$ cat src/rtl/lcd_pkg.sv
// lcd_pkg: shared constants, state encodings and timing
// helpers for the 4-bit character LCD text controller.
package lcd_pkg;

  localparam logic [7:0] CMD_FUNC  = 8'h28;
  localparam logic [7:0] CMD_ENTRY = 8'h06;
  localparam logic [7:0] CMD_DISP  = 8'h0C;
  localparam logic [7:0] CMD_CLEAR = 8'h01;
  localparam logic [7:0] CMD_DDRAM = 8'h80;
  localparam logic [7:0] ROW1_OFF  = 8'h40;

  typedef enum logic [2:0] {
    POWER_WAIT,
    INIT,
    IDLE,
    SET_ADDR,
    WRITE_CHAR
  } lcd_state_t;

  typedef enum logic [1:0] {
    TX_IDLE,
    TX_SU,
    TX_HI,
    TX_POST
  } tx_state_t;

  // Delays round up so every LCD minimum is honoured.
  function automatic int us_to_cyc(
    input longint hz,
    input longint us
  );
    return int'((us * hz + 999_999) / 1_000_000);
  endfunction

  function automatic int ns_to_cyc(
    input longint hz,
    input longint ns
  );
    return int'((ns * hz + 999_999_999) / 1_000_000_000);
  endfunction

  // Power-on sequence: four lone nibbles, then four
  // command bytes sent high nibble first.
  function automatic logic [3:0] init_nib(
    input logic [3:0] step
  );
    logic [7:0] b;
    case (step[3:1])
      3'd2:    b = CMD_FUNC;
      3'd3:    b = CMD_ENTRY;
      3'd4:    b = CMD_DISP;
      default: b = CMD_CLEAR;
    endcase
    if (step < 4'd3) return 4'h3;
    if (step == 4'd3) return 4'h2;
    return step[0] ? b[3:0] : b[7:4];
  endfunction

endpackage

$ cat src/rtl/lcd_text_ctrl_if.sv
// lcd_text_ctrl_if: host side of the text controller.
// Buffer write port, repaint request and busy status.
interface lcd_text_ctrl_if #(
  parameter int AW = 6
);
  logic          wr_en;
  logic [AW-1:0] wr_addr;
  logic [7:0]    wr_data;
  logic          refresh_req;
  logic          busy;

  modport master (
    output wr_en, wr_addr, wr_data, refresh_req,
    input  busy
  );

  modport slave (
    input  wr_en, wr_addr, wr_data, refresh_req,
    output busy
  );
endinterface

$ cat src/rtl/lcd_nibble_tx.sv
// lcd_nibble_tx: one LCD nibble strobe with setup, pulse
// width, hold and a caller-chosen post delay; pulses done.
module lcd_nibble_tx
  import lcd_pkg::*;
#(
  parameter int CLK_HZ = 50_000_000
) (
  input  logic        clk,
  input  logic        rst_n,
  input  logic        start,
  input  logic [3:0]  nib,
  input  logic        rs,
  input  logic [31:0] post,
  output logic        done,
  output logic        lcd_e,
  output logic        lcd_rs,
  output logic [3:0]  lcd_d
);

  localparam logic [31:0] C_SU =
    32'(ns_to_cyc(CLK_HZ, 40) - 1);
  localparam logic [31:0] C_PW =
    32'(ns_to_cyc(CLK_HZ, 230) - 1);

  tx_state_t   st_q, st_n;
  logic [31:0] cnt_q, cnt_n;
  logic [31:0] post_q, post_n;
  logic        e_q, e_n;
  logic        rs_q, rs_n;
  logic [3:0]  d_q, d_n;
  logic        done_q, done_n;

  always_comb begin
    st_n   = st_q;
    cnt_n  = cnt_q;
    post_n = post_q;
    e_n    = e_q;
    rs_n   = rs_q;
    d_n    = d_q;
    done_n = 1'b0;
    unique case (st_q)
      TX_IDLE: if (start) begin
        d_n    = nib;
        rs_n   = rs;
        post_n = post;
        cnt_n  = C_SU;
        st_n   = TX_SU;
      end
      TX_SU: if (cnt_q == '0) begin
        e_n   = 1'b1;
        cnt_n = C_PW;
        st_n  = TX_HI;
      end else begin
        cnt_n = cnt_q - 32'd1;
      end
      TX_HI: if (cnt_q == '0) begin
        // rs/d stay put after the fall: covers hold time
        e_n   = 1'b0;
        cnt_n = (post_q == '0) ? '0 : post_q - 32'd1;
        st_n  = TX_POST;
      end else begin
        cnt_n = cnt_q - 32'd1;
      end
      TX_POST: if (cnt_q == '0) begin
        done_n = 1'b1;
        st_n   = TX_IDLE;
      end else begin
        cnt_n = cnt_q - 32'd1;
      end
      default: st_n = TX_IDLE;
    endcase
  end

  always_ff @(posedge clk or negedge rst_n) begin
    if (!rst_n) begin
      st_q   <= TX_IDLE;
      cnt_q  <= '0;
      post_q <= '0;
      e_q    <= 1'b0;
      rs_q   <= 1'b0;
      d_q    <= '0;
      done_q <= 1'b0;
    end else begin
      st_q   <= st_n;
      cnt_q  <= cnt_n;
      post_q <= post_n;
      e_q    <= e_n;
      rs_q   <= rs_n;
      d_q    <= d_n;
      done_q <= done_n;
    end
  end

  assign done   = done_q;
  assign lcd_e  = e_q;
  assign lcd_rs = rs_q;
  assign lcd_d  = d_q;

endmodule

$ cat src/rtl/lcd_text_ctrl.sv
// lcd_text_ctrl: character buffer plus init/repaint FSM
// for a 4-bit HD44780 LCD; host port via lcd_text_ctrl_if.
module lcd_text_ctrl
  import lcd_pkg::*;
#(
  parameter int CLK_HZ     = 50_000_000,
  parameter int ROWS       = 2,
  parameter int COLS       = 16,
  parameter int REFRESH_HZ = 25
) (
  input  logic             clk,
  input  logic             rst_n,
  lcd_text_ctrl_if.slave   host,
  output logic             sf_e,
  output logic             lcd_e,
  output logic             lcd_rs,
  output logic             lcd_rw,
  output logic [3:0]       lcd_d
);

  localparam int DEPTH = ROWS * COLS;
  localparam int IW    = $clog2(DEPTH);
  localparam int CW    = $clog2(COLS);
  localparam int TICK  =
    CLK_HZ / ((REFRESH_HZ > 0) ? REFRESH_HZ : 1);

  localparam logic [31:0] P_PWR  =
    32'(us_to_cyc(CLK_HZ, 15000));
  localparam logic [31:0] P_4100 =
    32'(us_to_cyc(CLK_HZ, 4100));
  localparam logic [31:0] P_1640 =
    32'(us_to_cyc(CLK_HZ, 1640));
  localparam logic [31:0] P_100  =
    32'(us_to_cyc(CLK_HZ, 100));
  localparam logic [31:0] P_40   =
    32'(us_to_cyc(CLK_HZ, 40));
  localparam logic [31:0] P_1    =
    32'(us_to_cyc(CLK_HZ, 1));

  lcd_state_t  st_q, st_n;
  logic [31:0] wcnt_q, wcnt_n;
  logic [3:0]  step_q, step_n;
  logic        lo_q, lo_n;
  logic        row_q, row_n;
  logic [CW-1:0] col_q, col_n;
  logic [7:0]  byte_q, byte_n;
  logic        act_q, act_n;
  logic        pend_q, pend_n;
  logic        busy_q;
  logic [31:0] tick_q;

  logic [7:0]  mem [DEPTH];
  logic [IW-1:0] rd_addr;
  logic [7:0]  rd_char;
  logic [7:0]  cmd;
  logic        tick;
  logic        req;

  logic        tx_start;
  logic [3:0]  tx_nib;
  logic        tx_rs;
  logic [31:0] tx_post;
  logic        tx_done;

  assign tick = (REFRESH_HZ > 0) &&
                (tick_q == 32'(TICK - 1));
  assign req  = host.refresh_req | tick;

  assign rd_addr =
    IW'(int'(row_q) * COLS + int'(col_q));
  assign rd_char = mem[rd_addr];

  always_ff @(posedge clk or negedge rst_n) begin
    if (!rst_n) begin
      for (int i = 0; i < DEPTH; i++)
        mem[i] <= 8'h20;
    end else if (host.wr_en &&
                 int'(host.wr_addr) < DEPTH) begin
      mem[host.wr_addr[IW-1:0]] <= host.wr_data;
    end
  end

  always_ff @(posedge clk or negedge rst_n) begin
    if (!rst_n)
      tick_q <= '0;
    else if (tick_q == 32'(TICK - 1))
      tick_q <= '0;
    else
      tick_q <= tick_q + 32'd1;
  end

  always_comb begin
    st_n     = st_q;
    wcnt_n   = wcnt_q;
    step_n   = step_q;
    lo_n     = lo_q;
    row_n    = row_q;
    col_n    = col_q;
    byte_n   = byte_q;
    act_n    = act_q;
    // requests while busy collapse into one flag
    pend_n   = pend_q | req;
    tx_start = 1'b0;
    tx_nib   = 4'h0;
    tx_rs    = 1'b0;
    tx_post  = P_1;
    cmd      = CMD_DDRAM | (row_q ? ROW1_OFF : 8'h00);
    unique case (st_q)
      POWER_WAIT: begin
        if (wcnt_q == P_PWR - 32'd1) begin
          wcnt_n = '0;
          st_n   = INIT;
        end else begin
          wcnt_n = wcnt_q + 32'd1;
        end
      end
      INIT: begin
        tx_nib = init_nib(step_q);
        case (step_q)
          4'd0:       tx_post = P_4100;
          4'd1:       tx_post = P_100;
          4'd2, 4'd3: tx_post = P_40;
          4'd11:      tx_post = P_1640;
          default:    tx_post = step_q[0] ? P_40 : P_1;
        endcase
        if (!act_q) begin
          tx_start = 1'b1;
          act_n    = 1'b1;
        end else if (tx_done) begin
          act_n = 1'b0;
          if (step_q == 4'd11) begin
            step_n = '0;
            st_n   = IDLE;
          end else begin
            step_n = step_q + 4'd1;
          end
        end
      end
      IDLE: begin
        if (req || pend_q) begin
          pend_n = 1'b0;
          row_n  = 1'b0;
          col_n  = '0;
          lo_n   = 1'b0;
          st_n   = SET_ADDR;
        end
      end
      SET_ADDR: begin
        tx_nib  = lo_q ? cmd[3:0] : cmd[7:4];
        tx_post = lo_q ? P_40 : P_1;
        if (!act_q) begin
          tx_start = 1'b1;
          act_n    = 1'b1;
        end else if (tx_done) begin
          act_n = 1'b0;
          lo_n  = !lo_q;
          if (lo_q) st_n = WRITE_CHAR;
        end
      end
      WRITE_CHAR: begin
        tx_rs   = 1'b1;
        // high nibble reads live so late writes still land
        tx_nib  = lo_q ? byte_q[3:0] : rd_char[7:4];
        tx_post = lo_q ? P_40 : P_1;
        if (!act_q) begin
          tx_start = 1'b1;
          act_n    = 1'b1;
          if (!lo_q) byte_n = rd_char;
        end else if (tx_done) begin
          act_n = 1'b0;
          lo_n  = !lo_q;
          if (lo_q) begin
            if (col_q == CW'(COLS - 1)) begin
              col_n = '0;
              if (ROWS == 1 || row_q) begin
                st_n = IDLE;
              end else begin
                row_n = 1'b1;
                st_n  = SET_ADDR;
              end
            end else begin
              col_n = col_q + CW'(1);
            end
          end
        end
      end
      default: st_n = POWER_WAIT;
    endcase
  end

  always_ff @(posedge clk or negedge rst_n) begin
    if (!rst_n) begin
      st_q   <= POWER_WAIT;
      wcnt_q <= '0;
      step_q <= '0;
      lo_q   <= 1'b0;
      row_q  <= 1'b0;
      col_q  <= '0;
      byte_q <= '0;
      act_q  <= 1'b0;
      pend_q <= 1'b0;
      busy_q <= 1'b1;
    end else begin
      st_q   <= st_n;
      wcnt_q <= wcnt_n;
      step_q <= step_n;
      lo_q   <= lo_n;
      row_q  <= row_n;
      col_q  <= col_n;
      byte_q <= byte_n;
      act_q  <= act_n;
      pend_q <= pend_n;
      busy_q <= (st_n != IDLE);
    end
  end

  lcd_nibble_tx #(
    .CLK_HZ (CLK_HZ)
  ) u_tx (
    .clk    (clk),
    .rst_n  (rst_n),
    .start  (tx_start),
    .nib    (tx_nib),
    .rs     (tx_rs),
    .post   (tx_post),
    .done   (tx_done),
    .lcd_e  (lcd_e),
    .lcd_rs (lcd_rs),
    .lcd_d  (lcd_d)
  );

  assign host.busy = busy_q;
  assign sf_e      = 1'b1;
  assign lcd_rw    = 1'b0;

endmodule

$ cat src/flat_wrapper.sv
// flat-port wrapper written by rule: the top's interface ports become plain ports
module lcd_text_ctrl_flat import lcd_pkg::*;
#(
  parameter int CLK_HZ     = 50_000_000,
  parameter int ROWS       = 2,
  parameter int COLS       = 16,
  parameter int REFRESH_HZ = 25
)
  (clk, rst_n, sf_e, lcd_e, lcd_rs, lcd_rw, lcd_d, host_wr_en, host_wr_addr, host_wr_data, host_refresh_req, host_busy);
  lcd_text_ctrl_if #(.AW(6)) host_i ();
  input  logic clk;
  input  logic rst_n;
  output logic sf_e;
  output logic lcd_e;
  output logic lcd_rs;
  output logic lcd_rw;
  output logic [3:0] lcd_d;
  input wire logic [$bits(host_i.wr_en)-1:0] host_wr_en;
  input wire logic [$bits(host_i.wr_addr)-1:0] host_wr_addr;
  input wire logic [$bits(host_i.wr_data)-1:0] host_wr_data;
  input wire logic [$bits(host_i.refresh_req)-1:0] host_refresh_req;
  output wire logic [$bits(host_i.busy)-1:0] host_busy;
  assign host_i.wr_en = host_wr_en;
  assign host_i.wr_addr = host_wr_addr;
  assign host_i.wr_data = host_wr_data;
  assign host_i.refresh_req = host_refresh_req;
  assign host_busy = host_i.busy;
  lcd_text_ctrl #(.CLK_HZ(CLK_HZ), .ROWS(ROWS), .COLS(COLS), .REFRESH_HZ(REFRESH_HZ)) u_core (.clk(clk), .rst_n(rst_n), .host(host_i), .sf_e(sf_e), .lcd_e(lcd_e), .lcd_rs(lcd_rs), .lcd_rw(lcd_rw), .lcd_d(lcd_d));
endmodule
$ cat config.mk
export PLATFORM = sky130hd
export DESIGN_NAME = lcd_text_ctrl_flat
export DESIGN_NICKNAME = d
export VERILOG_FILES = /design/src/rtl/lcd_pkg.sv /design/src/rtl/lcd_text_ctrl_if.sv /design/src/rtl/lcd_nibble_tx.sv /design/src/rtl/lcd_text_ctrl.sv /design/src/flat_wrapper.sv
export SDC_FILE = /design/constraint.sdc
export NUM_CORES = 1
export LEC_CHECK = 0
export BUFFER_PORTS_ARGS = -buffer_cell sky130_fd_sc_hd__buf_2
export CORE_ASPECT_RATIO = 1.4
export CORE_MARGIN = 4
export CORE_UTILIZATION = 28
export DETAILED_ROUTE_END_ITERATION = 10
export GPL_TIMING_DRIVEN = 1
export PLACE_DENSITY = 0.44
export SLEW_MARGIN = 20
export SYNTH_ARGS = -nofsm -noshare
export SYNTH_HDL_FRONTEND = slang
export SYNTH_HIERARCHICAL = 1
export SYNTH_SLANG_ARGS = --single-unit
export TNS_END_PERCENT = 30
$ cat constraint.sdc
create_clock -name clk -period 2.8 [get_ports clk]
set_input_delay 0.28 -clock clk [delete_from_list [all_inputs] [get_ports clk]]
set_output_delay 0.28 -clock clk [all_outputs]
set_load 0.005 [all_outputs]
; ---- Word level (Yosys, flattened, before mapping)
; Cells that the tools add are included.
[op_classes]
addsub = 7
multipliers = 0
div_mod_pow = 0
magnitude_cmp = 5
n_eq_ne = 30
shifts = 0
n_mux = 80
bitwise = 6
n_reduce_logical = 24
[op_table]
columns = cell, n
row1 = bitwise mux 256 bit, 1
row2 = one-hot mux 32 bit (4 select lines), 2
row3 = 2-to-1 mux 32 bit, 7
row4 = "adder 32 x 1 -> 32 bit, second input constant", 2
row5 = zero test 32 bit, 2
row6 = one-hot mux 32 bit (2 select lines), 1
row7 = "subtractor 32 x 1 -> 32 bit, second input constant", 2
row8 = 2-to-1 mux 4 bit, 13
row9 = binary-select mux 8 bit (select 5 bit), 1
row10 = demux 8 bit (select 5 bit), 1
row11 = 2-to-1 mux 3 bit, 12
row12 = "equality test 32 x 20 -> 1 bit, second input constant", 1
row13 = "equality test 32 x 21 -> 1 bit, second input constant", 1
row14 = 2-to-1 mux 1 bit, 24
row15 = 2-to-1 mux 8 bit, 3
row16 = 2-to-1 mux 11 bit, 2
row17 = one-hot mux 6 bit (3 select lines), 1
row18 = one-hot mux 3 bit (5 select lines), 1
row19 = "inequality test 2 x 1 -> 1 bit, second input constant", 7
row20 = "equality test 3 x 2 -> 1 bit, second input constant", 4
row21 = ">= comparator 6 bit, second input constant", 2
row22 = NOT 5 -> 6 bit, 2
row23 = one-hot mux 4 bit (3 select lines), 1
row24 = "inequality test 2 bit, second input constant", 5
row25 = other kinds (34), 54
[totals]
reg_bits = 413
latchBits = 0
ramBits = 0
romBits = 0
inputBits = 18
out_inout_bits = 9
elab_cells = 202
n_memories = 0

; ---- Logic depth before layout (Yosys ltp)
; Gate-level depths: netlist of run 1.
[logic_depth]
depth_word = 8
ltp_mapped = 12
mapped_depth_nobuf = 10

; ---- By module
; Netlist of run 1, hierarchy kept.
[by_module_without_submodules]
columns = module, n_inst, cells_per_inst, area_per_inst_um2, seq_area_each_um2
row1 = lcd_text_ctrl, 1, 1213, 16329.4, 8549.4
row2 = lcd_nibble_tx, 1, 490, 4583.1, 1826.8

; ---- Least setup slack after synthesis of run 1
; OpenSTA, ideal clock, no wires.
[synth_timing]
path_kind = register to register
from = register u_core.st_q[1]
to = register u_core.u_tx.cnt_q[30]
setup_ns = 0.076
arrival_time_ns = 2.434
required_time_ns = 2.724
setup_slack_ns = 0.290
stages_incl_launch_ff = 12
n_path_buf = 2
synth_period_minus_slack_ns = 2.510
cell_sequence = dfrtp_1 -> buf_4 -> or3b_1 -> buf_6 -> clkinv_1 -> nor2_1 -> nor2_1 -> nor2b_1 -> or3_1 -> or3_1 -> a31o_2 -> o21ai_1
[synth_between]
elab_chain_cells = 5
elab_cells_between_ends = 7
classes_between = 4 x eq/ne / 1 x mux / 2 x reduce/logical
[synth_rtl]
columns = element, line_no
row1 = from (decl), lcd_text_ctrl.sv:40  ; lcd_state_t st_q, st_n;
row2 = from (signal assigned), lcd_text_ctrl.sv:204  ; st_q <= st_n;
row3 = equality test 3 x 1 -> 1 bit (tied with other cells), lcd_text_ctrl.sv:108  ; unique case (st_q)
row4 = OR reduction 3 bit (no source line) *, n/a
row5 = 2-to-1 mux 1 bit *, n/a
row6 = named net u_core.tx_start, lcd_text_ctrl.sv:59  ; logic tx_start;
row7 = inequality test 2 x 1 -> 1 bit (no source line) *, n/a
row8 = AND reduction 2 bit (no source line) *, n/a
row9 = to (signal assigned), lcd_nibble_tx.sv:85  ; cnt_q <= cnt_n;
row10 = to (decl), lcd_nibble_tx.sv:26  ; logic [31:0] cnt_q, cnt_n;
; Mark *: on every way through the listed nets, which the timed path passes. The rest lies on a longest branch.
; A chain may end at the register's enable or synchronous reset.

; ---- Final worst setup path of run 1
[layout_timing]
from = register u_core.u_tx.post_q[13]
to = register u_core.u_tx.cnt_q[0]
[layout_between]
elab_chain_cells = 4
[layout_rtl]
columns = element, line_no
row1 = from (decl), lcd_nibble_tx.sv:27  ; logic [31:0] post_q, post_n;
row2 = from (signal assigned), lcd_nibble_tx.sv:86  ; post_q <= post_n;
row3 = zero test 32 bit, lcd_nibble_tx.sv:59  ; cnt_n = (post_q == '0) ? '0 : post_q - 32'd1;
row4 = 2-to-1 mux 32 bit, lcd_nibble_tx.sv:59
row5 = 2-to-1 mux 32 bit, lcd_nibble_tx.sv:56  ; TX_HI: if (cnt_q == '0) begin
row6 = one-hot mux 32 bit (4 select lines), lcd_nibble_tx.sv:41  ; unique case (st_q)
; No other way between the ends.

==> flow_summary.json, run 1 <==
{
  "avgViaCountPerCell": 5.028,
  "synth.top_cells.by_area": "dfrtp_1 (45%), mux2_2 (16%), mux4_2 (4.3%), dfstp_2 (4.1%), mux4_1 (2.0%)",
  "final_common_cell": "dfrtp_1",
  "final-max-slew-violation-count": 0,
  "worst_skew_pair.late_latency_ns": 0.60,
  "p_total_mw": 15.05,
  "path_clk_slew_ns": 0.06,
  "initial_utilization_pct": 28.27,
  "static-leakage-power_nw": 10.72,
  "crit_path_cell_trace": "or4_4, or3_4, nor4_4, o21ai_1, a2111oi_0, a311oi_1",
  "final_hold_viol_count": 0,
  "tritoncts_num_sinks": 413,
  "ys_async_sr_fraction_pct": 100.0,
  "max_cap_viol_count": 0,
  "largest_net_degree_at_the_start_of_global_routing": 81,
  "cts-resized-gates": 0,
  "finalSetupViolCount": 0,
  "ctsHtreeMaxLevel": 2,
  "r2r_setup_slack_ns": 0.14,
  "timing.rr.end": "u_core/u_tx/cnt_q[0]",
  "total_non_filler_cell_area_in_the_finished_layout_mm2": 0.02423,
  "insertedDiodeCount": 0,
  "worstPathMaxFanout": 13,
  "dieHeight_um": 331.4,
  "floorplan.core_area_mm2": 0.07397,
  "postRouteAntennaNets": 0,
  "synth_top_flop_cell": "dfrtp_1",
  "cts_made_buffers": 49,
  "syn_area_per_cell_um2": 12.28,
  "worst-endpoint-arrival_ns": 3.11,
  "worst_hold_slack_after_final_layout_ns": 0.1982,
  "route.final.wire_length_um": 56190,
  "place.gp.congestion": 0.8498,
  "worst_setup_path_start_kind": "flop",
  "synth-warning-count": 6,
  "grt_overflow_total": 0,
  "drt-pass1-iter-count": 5,
  "ctsLongestPathBuffers": 3,
  "dieWidth_um": 239.0,
  "fin_skew_ns": 0.03002,
  "fin_setup_tns_ns": 0,
  "cp.required_ns": 3.24,
  "min_to": "u_core/pend_q",
  "synthesized_area_mm2": 0.02091,
  "cp_slowest_cell": "or4_4",
  "globalRouteMet3Util_pct": 2.161,
  "finalCritPeriodShare_pct": 95.06,
  "hold_path_class": "in -> reg",
  "synth_top_area_share_pct": 45.47,
  "vias": 14020,
  "initialDrtViolationCount": 929,
  "number_of_global_route_vias_before_repair": 14450,
  "synth.yosys.seq_area_share_pct": 49.62,
  "postSynthRegisterBits": 413,
  "max-vdd-ir-drop_v": 0.0004254,
  "timing.critical_path.to_type": "flop",
  "timing.slew.headroom_pct": 40.49,
  "routedWlPerCell_um": 20.15,
  "synth_area_leader_cell": "dfrtp_1",
  "grt_first_pass_wirelength_um": 88440,
  "timing.final.crit_period_ns": 2.662,
  "max_freq_mhz": 375.7,
  "cellPowerDensity_mw_per_mm2": 621.1,
  "floorplan.die_area_mm2": 0.07919,
  "reg2reg_depth": 6,
  "globalRouteTotalUtil_pct": 13.99,
  "cts_tree": "done",
  "tightest_slew_ns": 0.8858,
  "rr_startpoint": "u_core/u_tx/post_q[13]",
  "use_met2_pct": 24.83,
  "post-cts-setup-buffer-count": 0,
  "boundaryPins": 27,
  "flow.area_growth_from_synthesis_pct": 15.88,
  "critical_path.startpoint": "u_core/u_tx/post_q[13]",
  "cp_slowest_stage_delay_ns": 0.56,
  "antenna_violations_before_repair": 1,
  "busiest_layer": "met2",
  "rows": 118,
  "dpl_cell_area_mm2": 0.02253,
  "place_hpwl_um": 38720,
  "cts_hold_buf": 1,
  "run_status": "finished, final reports clean",
  "post_route_cells_drive_above_1_share_pct": 33.26,
  "grt_setup_unrepaired": "false",
  "port_buffers": 24,
  "most-common-layout-cells": "dfrtp_1 (378), mux2_2 (302), nor2_1 (100), nor3_1 (76), nand2_1 (75)",
  "synth-edff-count": 0,
  "clock-root-buffer": "clkbuf_16",
  "hp-start": "host_refresh_req",
  "crit_type": "reg -> reg",
  "remaining_drc_errors": 0,
  "yosys.cell_types.count": 86,
  "synthesis.instances": 1703,
  "nets": 1820,
  "timing.hold.worst_path_depth": 4,
  "grt_util_met1_pct": 18.07
}
-- sequential cells by signal, summed over array words and instances, names as in the netlist, 2 cells and up --
signal / cells
u_core/st_q: 3
u_core/tick_q: 32
u_core/byte_q: 4
u_core/u_tx/cnt_q: 32
u_core/col_q: 4
u_core/u_tx/st_q: 2
u_core/step_q: 4
u_core/u_tx/lcd_d: 4
u_core/u_tx/post_q: 32
u_core/mem: 256
u_core/wcnt_q: 32
-- worst max-delay path: cells and delay by family (launching register included) --
kind,cells,cell delay [ns]
flops,1,0.40
compound gates,3,0.74
simple gates,3,1.39
-- cell type report --
class                      instances  area, um^2
multi-input combinational       1185        9928
tap                              960        1201
fill                            7399       49740
timing repair buffer             110       915.9
sequential                       413       10380
clock buffer                      75        1474
inverter                          29       108.9
clock inverter                    16       224.0
-- stage by stage --
step | cells | setup slack, ns | util [%]
after detailed placement | 2696 | 0.1923 | 30.45
final | 2788 | 0.1384 | 32.76
after CTS | 2788 | 0.1557 | 32.76
after global routing | 2788 | 0.01774 | 32.76
after floorplan | 1721 | 0.2896 | -
after global placement | 2696 | 0.2150 | 30.45
-- Yosys cell counts (6+ instances only) --
cell type    n
xnor2_1     48
clkbuf_1    55
ha_1        14
nor2_2       9
xor2_1      46
dfrtp_1    380
o21ai_0     55
nand3_1     49
a21oi_1     27
nor4_1      30
mux2_2     302
nand2b_1     9
nor4b_1      9
dfstp_2     33
inv_1       27
nand2_1     76
and3_1      17
a32oi_1      8
o211ai_1     6
buf_2       12
clkbuf_8     8
or3_1       25
a211oi_1     6
nand4_1     24
o22ai_1     25
buf_6        8
nor2_1     100
o21ai_1      8
buf_4        7
mux2i_1     21
nor3_1      76
or2_2        7
mux4_1      16
nor2b_1     11
a22oi_1      9
mux4_2      40
nor3b_1      6
-- kinds of logic after synthesis --
logic type | share of synthesized area, %
AND/OR/NAND/NOR | 13.16
flip-flops | 49.62
multiplexers | 23.58
AO/OA/AOI/OAI | 5.588
buffers and inverters | 3.243
XOR/XNOR | 3.937
adder cells (fa/ha/maj) | 0.8376
other | 0.03591
-- per-layer routing --
metal	vias to the layer above	routed length (um)
met5	-	0
met4	0	898
met3	59	1908
met2	229	29250
met1	7299	24130
li1	6431	-
-- power breakdown --
part | internal (mW) | switching [mW] | leakage [nW]
combinational | 0.793 | 0.652 | 4.60
sequential | 6.60 | 0.357 | 5.28
clock | 4.01 | 2.64 | 0.842
-- worst max-delay path by stage --
| stage | end | slack [ns] | cells after the start |
|---|---|---|---|
| floorplan | u_core/u_tx/cnt_q[30] | 0.29 | 11 |
| global placement | u_core/u_tx/lcd_d[3] | 0.22 | 5 |
| detailed placement | u_core/u_tx/lcd_d[3] | 0.19 | 5 |
| CTS | u_core/u_tx/lcd_d[3] | 0.16 | 5 |
| global route | u_core/u_tx/cnt_q[29] | 0.02 | 7 |
| finish | u_core/u_tx/cnt_q[0] | 0.14 | 6 |
No activity file was read; power rests on OpenSTA's default activity.
==> run 2, diff against run 1 <==
- ABC_AREA: unset -> 1
- PLACE_DENSITY: 0.44 -> unset
- PLACE_DENSITY_LB_ADDON: unset -> 0.25
==> run 2 against run 1 <==
Effect of this change:
- critical path type unchanged
- register-to-register slack gained 0.18 ns
- highest routed layer unchanged
- critical endpoint is now u_core/u_tx/cnt_q[16]
- die area increased by 4.8%
- power decreased by 1.9%
- final cell count up 46%
- worst hold slack got worse by 0.090 ns
- combinational power is essentially flat
- first-iteration DRC count is 25% higher
- synthesized cell count is 73% higher
- flip-flop and latch count is the same
==> flow_summary.json, run 2 <==
{
  "timing.final.crit_period_ns": 2.485,
  "flow.area_growth_from_synthesis_pct": 14.58,
  "grt_first_pass_wirelength_um": 103700,
  "largest_net_degree_at_the_start_of_global_routing": 92,
  "grt_overflow_total": 0,
  "synth-edff-count": 0,
  "max-vdd-ir-drop_v": 0.0004529,
  "synth-warning-count": 6,
  "place_hpwl_um": 44220,
  "max_freq_mhz": 402.4,
  "post-synth-top-count-cell": "nand2_1",
  "boundaryPins": 27,
  "dieWidth_um": 244.6,
  "synth.yosys.seq_area_share_pct": 47.28,
  "number_of_flip_flops_under_the_largest_register_name": 256,
  "antenna_violations_before_repair": 0,
  "ys_async_sr_fraction_pct": 100.0,
  "synth_top_flop_cell": "dfrtp_1",
  "max_flop_register": "u_core/mem",
  "vias": 18720,
  "timing.slew.headroom_pct": 53.45,
  "fin_setup_tns_ns": 0,
  "tightest_slew_ns": 0.6929,
  "avgViaCountPerCell": 4.609,
  "insertedDiodeCount": 0,
  "route.final.wire_length_um": 63830,
  "max_cap_viol_count": 0,
  "finalSetupViolCount": 0,
  "synth_area_leader_cell": "dfrtp_1",
  "synth_top_area_share_pct": 43.33,
  "hold_path_class": "in -> reg",
  "routedWlPerCell_um": 15.72,
  "timing.critical_path.to_type": "flop",
  "static-leakage-power_nw": 11.37,
  "remaining_drc_errors": 0,
  "finalCritPeriodShare_pct": 88.74,
  "drt-pass1-iter-count": 5,
  "port_buffers": 24,
  "worst-endpoint-arrival_ns": 2.98,
  "fin_skew_ns": 0.02936,
  "yosys.cell_types.count": 46,
  "worst_hold_slack_after_final_layout_ns": 0.1084,
  "final-max-slew-violation-count": 0,
  "initialDrtViolationCount": 1164,
  "most-common-layout-cells": "nand2_1 (978), dfrtp_1 (379), o21ai_0 (297), nor2_1 (283), nand3_1 (215)",
  "floorplan.core_area_mm2": 0.07782,
  "synth.top_cells.by_area": "dfrtp_1 (43%), nand2_1 (17%), o21ai_0 (6.8%), nand3_1 (4.9%), nor2_1 (4.9%)",
  "post_route_cells_drive_above_1_share_pct": 8.853,
  "initial_utilization_pct": 28.20,
  "place.gp.congestion": 0.8957,
  "synthesized_area_mm2": 0.02194,
  "ctsHtreeMaxLevel": 2,
  "path_clk_slew_ns": 0.06,
  "syn_area_per_cell_um2": 7.441,
  "run_status": "finished, final reports clean",
  "rows": 121,
  "clock-root-buffer": "clkbuf_16",
  "cellPowerDensity_mw_per_mm2": 587.2,
  "number_of_global_route_vias_before_repair": 18570,
  "worst_setup_path_start_kind": "flop",
  "postRouteAntennaNets": 0,
  "final_hold_viol_count": 0,
  "count_of_fill_cells_added_during_filler_insertion": 8529,
  "worst_skew_pair.late_latency_ns": 0.60,
  "synth_top_cells_by_count": "nand2_1 (979), dfrtp_1 (380), o21ai_0 (297)",
  "floorplan.die_area_mm2": 0.08298,
  "cts_made_buffers": 46,
  "postSynthRegisterBits": 413,
  "synthesis.instances": 2949,
  "worstPathMaxFanout": 15,
  "globalRouteTotalUtil_pct": 15.37,
  "cts_tree": "done",
  "crit_type": "reg -> reg",
  "nets": 3010,
  "final_common_cell": "nand2_1",
  "dieHeight_um": 339.2,
  "grt_setup_unrepaired": "false",
  "cp.required_ns": 3.30,
  "ctsLongestPathBuffers": 3,
  "tritoncts_num_sinks": 413
}
-- run 2: changes by cell type in the layout (fill, tap and decap cells not counted), moves of 166 or more --
cell / previous run / this run
nand3_1: 49 / 215
mux2_2: 302 / 14
nor2_1: 100 / 283
inv_1: 27 / 201
o21ai_0: 55 / 297
nand2_1: 75 / 978
-- run 2: critical path, stage by stage (launching register included) --
cell	delay, ns
dfrtp_1	0.42
nor2_1	0.15
inv_1	0.08
nor2_4	0.12
inv_1	0.07
nand3_1	0.14
nand2_1	0.09
inv_1	0.10
nor2_1	0.05
inv_1	0.10
o21ai_4	0.07
nor2_2	0.49
buf_4	0.33
nand2_1	0.08
o21ai_1	0.08
-- run 2: through the flow --
stage / std cells / setup WS [ns] / utilization [%] / power [mW] / cell area, um^2
floorplan: 2967 / 0.7017 / - / 7.939 / 22010
global placement: 3974 / 0.3832 / 30.25 / 8.461 / 23540
detailed placement: 3974 / 0.3628 / 30.25 / 8.485 / 23540
CTS: 4061 / 0.3186 / 32.31 / 15.03 / 25150
global route: 4061 / 0.04183 / 32.31 / 15.55 / 25150
finish: 4061 / 0.3152 / 32.31 / 14.76 / 25150
-- run 2: cells by family (layout without fill, tap and decap cells) --
family                     Yosys count  in the layout  synth area share, %
xor gates and xnor gates            78             78                3.113
adders and majority gates           14             14               0.7982
DFF                                413            413                47.28
buffers and inverters              336            385                6.038
other                                2             20              0.03422
and+or+nand+nor                   1630           1630                30.99
muxes                               14             14               0.7184
AOI/OAI and AO/OA                  462            462                11.02
-- run 2: metal layers --
layer,vias to the layer above,GRT usage [%],share of wire [%]
met4,0,4.519,2.8
met3,82,2.220,3.3
met2,245,26.92,49
li1,9579,-,-
met5,-,0,0
met1,8811,19.65,45
-- run 2: report_power, final --
part,leakage [nW],switching (mW),internal [mW],total [mW]
clock network,0.797,2.59,3.81,6.40
logic,5.27,0.874,0.549,1.42
registers,5.30,0.363,6.58,6.95
total,11.4,3.83,10.9,14.8
-- run 2: final cells by class --
| class | count | area, um^2 | share of cell area [%] |
|---|---|---|---|
| tap | 1045 | 1308 | 5.200 |
| sequential | 413 | 10380 | 41.28 |
| inverter | 210 | 790.8 | 3.145 |
| timing repair buffer | 89 | 758.2 | 3.015 |
| multi-input combinational | 2218 | 10320 | 41.03 |
| clock buffer | 69 | 1389 | 5.523 |
| clock inverter | 17 | 203.9 | 0.8111 |
-- run 2: final timing paths --
check                                 start  slack, ns                     to  depth (start not counted)
max                          u_core/st_q[0]       0.32  u_core/u_tx/cnt_q[16]                         14
min                        host_refresh_req       0.11          u_core/pend_q                          5
max reg2reg                  u_core/st_q[0]       0.32  u_core/u_tx/cnt_q[16]                         14
min reg2reg                u_core/tick_q[0]       0.47       u_core/tick_q[0]                          1
max in group asynchronous             rst_n       1.69        u_core/mem[237]                          3
min in group asynchronous             rst_n       0.32        u_core/mem[209]                          2
-- run 2: what timing repair did --
item	4_1_cts	5_1_grt
hold buffers	1	0
endpoints found under the hold margin	57	0
buffers inserted	0	0
gates resized for setup	0	0
==> run 3, diff against run 2 <==
- ABC_AREA: 1 -> unset
==> run 3 against run 2 <==
Effect of this change:
- sequential share of layout area up 1.9 points
- utilization is 0.19 points higher
- global-route usage decreased by 1.8 points
- sequential power barely moved
- critical path depth down 7
- register-to-register slack got worse by 0.19 ns
- via count shrank 25%
- routed wire length decreased by 15%
- largest cell class unchanged
- largest power group unchanged
==> flow_summary.json, run 3 (synthesized netlist as in run 1, its figures left out) <==
{
  "worst_hold_slack_after_final_layout_ns": 0.1932,
  "place_hpwl_um": 37170,
  "dieWidth_um": 239.0,
  "clock-root-buffer": "clkbuf_16",
  "largest_net_degree_at_the_start_of_global_routing": 90,
  "nets": 1810,
  "max_cap_viol_count": 0,
  "tritoncts_num_sinks": 413,
  "crit_type": "reg -> reg",
  "floorplan.die_area_mm2": 0.07919,
  "final-max-slew-violation-count": 0,
  "grt_first_pass_wirelength_um": 86740,
  "hold_path_class": "in -> reg",
  "dpl_cell_area_mm2": 0.02237,
  "floorplan.core_area_mm2": 0.07397,
  "path_clk_slew_ns": 0.06,
  "antenna_violations_before_repair": 0,
  "max-vdd-ir-drop_v": 0.0004382,
  "timing.slew.headroom_pct": 48.52,
  "timing.critical_path.to_type": "flop",
  "r2r_setup_slack_ns": 0.13,
  "route.final.wire_length_um": 54170,
  "finalCritPeriodShare_pct": 95.53,
  "static-leakage-power_nw": 10.62,
  "number_of_global_route_vias_before_repair": 14810,
  "boundaryPins": 27,
  "ctsHtreeMaxLevel": 2,
  "postRouteAntennaNets": 0,
  "rr_startpoint": "u_core/col_q[1]",
  "p_total_mw": 14.68,
  "worstPathMaxFanout": 23,
  "drt-pass1-iter-count": 5,
  "worst-endpoint-arrival_ns": 3.15,
  "final_common_cell": "dfrtp_1",
  "cts_made_buffers": 48,
  "combined_area_of_the_multi_input_logic_cells_mm2": 0.009933,
  "fin_setup_tns_ns": 0,
  "worst_setup_path_start_kind": "flop",
  "timing.final.crit_period_ns": 2.675,
  "critical_path.startpoint": "u_core/col_q[1]",
  "number_of_flip_flops_under_the_largest_register_name": 256,
  "port_buffers": 24,
  "vias": 14010,
  "insertedDiodeCount": 0,
  "finalSetupViolCount": 0,
  "routedWlPerCell_um": 19.51,
  "rows": 118,
  "fin_skew_ns": 0.02176,
  "fin_worst_setup_slack_ns": 0.1251,
  "remaining_drc_errors": 0,
  "dieHeight_um": 331.4,
  "max_flop_register": "u_core/mem",
  "initial_utilization_pct": 28.27,
  "post_route_cells_drive_above_1_share_pct": 32.98,
  "flow.area_growth_from_synthesis_pct": 14.95,
  "place.gp.congestion": 0.8252,
  "total_non_filler_cell_area_in_the_finished_layout_mm2": 0.02404,
  "cts_tree": "done",
  "ctsLongestPathBuffers": 3,
  "grt_setup_unrepaired": "false",
  "worst_skew_pair.late_latency_ns": 0.60,
  "hp-start": "host_refresh_req",
  "initialDrtViolationCount": 690,
  "cp.required_ns": 3.27,
  "detailedPlace.worstSlack_ns": 0.02128,
  "placedCellCount": 2681,
  "most-common-layout-cells": "dfrtp_1 (378), mux2_2 (302), nor2_1 (99), nand2_1 (76), nor3_1 (76)",
  "instances_no_fill": 2776,
  "run_status": "finished, final reports clean",
  "final_hold_viol_count": 0,
  "count_of_fill_cells_added_during_filler_insertion": 7357,
  "cellPowerDensity_mw_per_mm2": 610.5,
  "avgViaCountPerCell": 5.048,
  "grt_overflow_total": 0,
  "sequential_cell_area_mm2": 0.01038,
  "tightest_slew_ns": 0.7713,
  "globalRouteTotalUtil_pct": 13.57,
  "max_freq_mhz": 373.8,
  "layout.core_utilization_pct": 32.50
}
[run 3: worst paths after layout]
path,endpoint,cells past startpoint
max in group asynchronous,u_core/mem[69],3
worst min register to register,u_core/wcnt_q[31],1
worst max register to register,u_core/u_tx/lcd_d[0],7
worst min-delay path,u_core/pend_q,4
min in group asynchronous,u_core/mem[0],2
worst max-delay path,u_core/u_tx/lcd_d[0],7
[run 3: power by group]
group	internal, mW	leakage [nW]	switching [mW]
clock network	3.68	0.790	2.61
registers	6.60	5.28	0.361
logic	0.775	4.55	0.651
[run 3: metal layers]
layer | track usage [%] | vias up | wire length (um)
li1 | - | 6423 | -
met1 | 17.14 | 7228 | 22870
met2 | 24.34 | 279 | 28330
met3 | 1.596 | 82 | 1733
met4 | 3.919 | 0 | 1234
met5 | 0 | - | 0
[run 3: what timing repair did]
| action | in CTS | in global routing |
|---|---|---|
| cloned | 0 | 0 |
| gates resized for setup | 1 | 3 |
| hold buffers | 1 | 0 |
| buffers inserted | 0 | 6 |
| endpoints found under the setup margin | 1 | 11 |
| endpoints found under the hold margin | 55 | 0 |
| pin swaps | 0 | 1 |
[run 3: worst max-delay path, stage by stage (launching register included)]
cell and delay, ns:
dfrtp_2 0.81, buf_4 0.32, nor2b_1 0.06, a2111oi_0 0.58
nor4_1 0.10, o21ai_0 0.17, a41oi_1 0.20, mux2_2 0.29
[run 3: layout make-up]
class / instances / area share (%)
inverters: 29 / 0.4528
well taps: 960 / 4.997
flip-flops and latches: 413 / 43.18
clock inverters: 19 / 0.7391
multi-input cells: 1185 / 41.32
clock buffers: 69 / 5.829
repair buffers: 101 / 3.477
